File: src/rtl/lfsr_gen_pkg.sv
// Shared definitions for the lfsr_gen pseudo-random generator.
// Holds the legal width range, the default seed and a table of
// maximal-length Fibonacci tap masks per width
// (bit i of a mask = tap at stage i+1).
package lfsr_gen_pkg;

  localparam int unsigned LFSR_MIN_WIDTH = 3;
  localparam int unsigned LFSR_MAX_WIDTH = 16;

  localparam logic [15:0] LFSR_DEFAULT_SEED = 16'h0001;

  // Maximal-length tap masks, widths 3..16; zero for an unsupported width.
  function automatic logic [15:0] lfsr_default_taps(input int unsigned width);
    logic [15:0] taps;
    taps = 16'h0000;
    case (width)
      3:       taps = 16'h0006;
      4:       taps = 16'h000C;
      5:       taps = 16'h0014;
      6:       taps = 16'h0030;
      7:       taps = 16'h0060;
      8:       taps = 16'h00B8;
      9:       taps = 16'h0110;
      10:      taps = 16'h0240;
      11:      taps = 16'h0500;
      12:      taps = 16'h0829;
      13:      taps = 16'h100D;
      14:      taps = 16'h2015;
      15:      taps = 16'h6000;
      16:      taps = 16'hD008;
      default: taps = 16'h0000;
    endcase
    return taps;
  endfunction

  function automatic logic lfsr_width_ok(input int unsigned width);
    return (width >= LFSR_MIN_WIDTH) && (width <= LFSR_MAX_WIDTH);
  endfunction

endpackage

File: src/rtl/lfsr_gen.sv
// lfsr_gen: parametrised Fibonacci LFSR pseudo-random generator.
// Shifts left one stage per enabled cycle with the XOR of the tapped
// stages entering bit 0. Supports runtime seed load, all-zero lockup
// recovery to SEED and a one-cycle wrap pulse when the state returns to
// the reference value (the last loaded seed, or SEED after reset).
//
// Optional build macro: LFSR_PERIOD_EN adds a saturating step counter and
// reports the length of the last completed sequence on period; without it
// period is tied to zero.
//
// Ports:
//   clk      in   1      clock, rising edge
//   rst      in   1      asynchronous reset, active-high
//   en       in   1      advance one step this cycle
//   load     in   1      load seed_in this cycle (wins over en)
//   seed_in  in   WIDTH  runtime seed value
//   prg_out  out  WIDTH  current LFSR state
//   bit_out  out  1      serial output, prg_out[WIDTH-1]
//   lockup   out  1      pulse: an all-zero state was replaced by SEED
//   wrap     out  1      pulse: state returned to the reference value
//   period   out  WIDTH  steps of the last completed sequence
module lfsr_gen
  import lfsr_gen_pkg::*;
#(
  parameter int unsigned      WIDTH = 8,
  parameter logic [WIDTH-1:0] TAPS  = WIDTH'(lfsr_default_taps(WIDTH)),
  parameter logic [WIDTH-1:0] SEED  = WIDTH'(LFSR_DEFAULT_SEED)
) (
  input  logic             clk,
  input  logic             rst,
  input  logic             en,
  input  logic             load,
  input  logic [WIDTH-1:0] seed_in,
  output logic [WIDTH-1:0] prg_out,
  output logic             bit_out,
  output logic             lockup,
  output logic             wrap,
  output logic [WIDTH-1:0] period
);

  // Elaboration-time parameter checks.
  if (SEED == '0) begin : g_seed_zero
    $error("lfsr_gen: SEED must be nonzero");
  end
  if (!lfsr_width_ok(WIDTH)) begin : g_bad_width
    $error("lfsr_gen: WIDTH must be within 3..16");
  end

  logic [WIDTH-1:0] prg_q, prg_d;
  logic [WIDTH-1:0] ref_q, ref_d;
  logic             lockup_q, lockup_d;
  logic             wrap_q, wrap_d;
  logic             fb_c;
  logic [WIDTH-1:0] step_c;

  // One Fibonacci step of the current state.
  assign fb_c   = ^(prg_q & TAPS);
  assign step_c = {prg_q[WIDTH-2:0], fb_c};

  // Next state: load beats en; a zero state is never kept, SEED replaces it.
  always_comb begin
    prg_d    = prg_q;
    ref_d    = ref_q;
    lockup_d = 1'b0;
    wrap_d   = 1'b0;
    if (load) begin
      if (seed_in == '0) begin
        prg_d    = SEED;
        ref_d    = SEED;
        lockup_d = 1'b1;
      end else begin
        prg_d = seed_in;
        ref_d = seed_in;
      end
    end else if (en) begin
      // Only reachable with taps lacking the top stage; recover like a zero load.
      if (step_c == '0) begin
        prg_d    = SEED;
        lockup_d = 1'b1;
      end else begin
        prg_d = step_c;
      end
      wrap_d = (prg_d == ref_q);
    end
  end

  // State, reference and pulse registers.
  always_ff @(posedge clk or posedge rst) begin
    if (rst) begin
      prg_q    <= SEED;
      ref_q    <= SEED;
      lockup_q <= 1'b0;
      wrap_q   <= 1'b0;
    end else begin
      prg_q    <= prg_d;
      ref_q    <= ref_d;
      lockup_q <= lockup_d;
      wrap_q   <= wrap_d;
    end
  end

`ifdef LFSR_PERIOD_EN
  logic [WIDTH-1:0] cnt_q, cnt_d;
  logic [WIDTH-1:0] period_q, period_d;
  logic [WIDTH-1:0] cnt_inc_c;

  // Saturating step count, including the current step.
  assign cnt_inc_c = (cnt_q == '1) ? cnt_q : cnt_q + WIDTH'(1);

  // Count steps since the reference; latch the length on wrap.
  always_comb begin
    cnt_d    = cnt_q;
    period_d = period_q;
    if (load) begin
      cnt_d = '0;
    end else if (en) begin
      if (wrap_d) begin
        period_d = cnt_inc_c;
        cnt_d    = '0;
      end else begin
        cnt_d = cnt_inc_c;
      end
    end
  end

  always_ff @(posedge clk or posedge rst) begin
    if (rst) begin
      cnt_q    <= '0;
      period_q <= '0;
    end else begin
      cnt_q    <= cnt_d;
      period_q <= period_d;
    end
  end

  assign period = period_q;
`else
  assign period = '0;
`endif

  assign prg_out = prg_q;
  assign bit_out = prg_q[WIDTH-1];
  assign lockup  = lockup_q;
  assign wrap    = wrap_q;

endmodule
File: config.mk
export PLATFORM = sky130hd
export DESIGN_NAME = lfsr_gen
export DESIGN_NICKNAME = d
export VERILOG_FILES = /design/src/rtl/lfsr_gen_pkg.sv /design/src/rtl/lfsr_gen.sv
export SDC_FILE = /design/constraint.sdc
export NUM_CORES = 1
export LEC_CHECK = 0
export CAP_MARGIN = 20
export CORE_MARGIN = 4
export CORE_UTILIZATION = 49
export CTS_CLUSTER_DIAMETER = 150
export DETAILED_ROUTE_END_ITERATION = 6
export PLACE_DENSITY = 0.84
export SLEW_MARGIN = 30
export SYNTH_ARGS = -nofsm -noshare
export SYNTH_HDL_FRONTEND = slang
export SYNTH_SLANG_ARGS = --single-unit
File: constraint.sdc
create_clock -name clk -period 2.4 [get_ports clk]
set_input_delay 0.6 -clock clk [delete_from_list [all_inputs] [get_ports clk]]
set_output_delay 0.6 -clock clk [all_outputs]
set_load 0.02 [all_outputs]
==> results.yml <==
placement:
  dp_slack_ns: 0.394
  port_buffers: 22
  gp_congestion: 0.930
  dp_hpwl_um: 1560
  dp.cells: 150
setup_path:
  critPathCaptureType: "output port"
  rr_worst_depth: 4
  critPathMaxStageDelay_ns: 0.67
  cp.arrival_ns: 1.48
  cp_data_required_time_ns: 1.80
  cp_max_fo: 8
  crit_buf_inv: 1
  crit_chain: "clkdlybuf4s50_1"
  cp_num_cells: 1
  critical-path-slowest-cell: "clkdlybuf4s50_1"
  cp_top_family: "buffers and inverters"
  critPathKind: "flop to output port"
  setup.worst_path.start_class: "flop"
logic_synthesis:
  synth.most_common_cell: "dfrtp_1"
  syn-instance-count: 105
  yosys-top-cells-area: "dfrtp_1, mux2i_1, o21ai_0, xor2_1, buf_4"
  synth_top_flop_cell: "dfrtp_1"
  ys_warn_count: 0
  synth-seq-cells: 18
  netlist_top_cells_count: "dfrtp_1, o21ai_0, nand2_1"
  seq_area_frac_synth_pct: 45.6
  async_reset_ff_share_pct: 100
  synth.distinct_cells: 28
  avgSynthCellArea_sq_um: 9.46
  syn-cell-area_sq_um: 993
  synth-edff-count: 0
  synth_top_area_cell: "dfrtp_1"
  synth_top_area_share_pct: 40.3
global_routing:
  grt_overflow: 0
  grt_max_degree: 19
  track_usage_pct: 16.7
  grt_pass1_wl_um: 3420
  antenna_found_initial: 0
  grt_pass1_vias: 768
worst_hold_path:
  hold_path.class: "flop to flop"
  min_path_cells: 2
finish:
  drive_above_1_share_pct: 7.87
  fillers: 163
  antenna_cells: 0
  fin_cells: 154
  area_delta_synth_final_pct: 23.6
  nets: 140
drt:
  ant_nets: 0
  drc: 0
  routed_via_density: 4.98
  via_count: 767
  wl_per_cell_um: 13.1
  drt-initial-drc-count: 11
  dr.pass1.iters: 4
  drt_wl_total_um: 2020
die:
  fp.dieH_um: 53.0
  row_count: 16
  coreArea_sq_um: 1940
  start_util_pct: 51.2
  boundaryPins: 31
  die_x_um: 53.0
  dieArea_sq_um: 2810
cts:
  hold_buffers: 0
  post_cts.repair.setup_buffers: 0
  cts-root-buf: "clkbuf_4"
  cts_resized: 0
  cts_buffers: 3
  clkLatencyLatePin_ns: 0.28
  cts_tree: "done"
  cts_sinks: 18
  h-tree-depth: 1
  cts_buffer_depth: 2
  clkTransAtPathRegs_ns: 0.09
status:
  status: "finished, final reports clean"
sta:
  holdWs_ns: 0.542
  slew_viol_final: 0
  finalCritPeriodShare_pct: 86.5
  tns_ns: 0
  hold_viol: 0
  rsz0062_at_grt: "false"
  setup_viol: 0
  slew_headroom_pct: 55.5
  max_freq_mhz: 482
  tightest_slew_ns: 0.667
  finClkSkew_ns: 0.00586
  fin_crit_ns: 2.08
  worst_slack_ns: 0.324
power:
  peakVddDrop_v: 0.000360
  total_power_uw: 710
  pwr-share-comb_pct: 26.6
  power.internal_uw: 488
  seqPwrFrac_pct: 52.3
  swShare_pct: 31.3
  p_clk_share_pct: 21.1
  p_sw_uw: 222
  power.density_nw_per_um2: 578
  power.leakage_uw: 0.000563
job:
  maxCapViolCount: 0
==> cell type report <==
class | count | area (sq um) | area share [%]
Multi-Input combinational cell | 72 | 442 | 36.0
Sequential cell | 18 | 453 | 36.9
Tap cell | 27 | 33.8 | 2.75
Inverter | 8 | 30.0 | 2.45
Timing Repair Buffer | 25 | 243 | 19.8
Clock buffer | 4 | 26.3 | 2.14
==> worst register-to-register path, delay by kind of cell (launching register included) <==
kind,cells,cell delay [ns]
compound gates,2,0.31
flops,1,0.49
simple gates,2,0.78
==> worst paths after layout <==
| check | slack [ns] | to | startpoint |
|---|---|---|---|
| max reg2reg | 0.74 | prg_out[0] | prg_out[5] |
| min in group asynchronous | 0.72 | ref_q[3] | rst |
| max in group asynchronous | 1.26 | wrap | rst |
| max | 0.32 | prg_out[3] | prg_out[3] |
| min | 0.54 | wrap | ref_q[0] |
| min reg2reg | 0.54 | wrap | ref_q[0] |
==> logic make-up after synthesis <==
group,synth area share [%]
simple gates,13.9
xor+xnor,7.93
buf+inv,12.6
compound gates,11.6
mux,8.06
other cells,0.377
flops,45.6
==> layout by cell type, fill, tap and decap left out, drive strengths merged, types with 3 or more instances in the layout <==
master and n:
dfrtp 16, clkdlybuf4s50 22, mux2i 8, nand2 10, clkbuf 4, o21ai 15
nor4 3, inv 8, nor2 4, conb 8, xor2 8, buf 3
==> power groups by stage <==
stage                     clock, uW  sequential, uW  combinational (uW)
after floorplan                   0             385                 116
after global placement            0             376                 186
after detailed placement          0             377                 188
after CTS                       156             371                 189
after global routing            172             377                 209
final                           150             371                 189
==> state kept, by name (all words and copies together), names as in the netlist <==
signal	cells
prg_out	8
wrap	1
ref_q	8
lockup	1
==> routing by layer <==
layer	GRT usage (%)	vias up	part of all wire [%]
li1	-	382	-
met1	21.0	370	44
met2	28.5	13	52
met3	1.69	2	2.5
met4	7.66	0	1.1
met5	0	-	0
==> per-stage QoR <==
stage | util (%) | instance area, sq um
2_1_floorplan | - | 1020
3_3_place_gp | 61.9 | 1200
3_5_place_dp | 61.9 | 1200
4_1_cts | 63.2 | 1230
5_1_grt | 63.2 | 1230
6_report | 63.2 | 1230
Power figures use the tool's default switching activity.
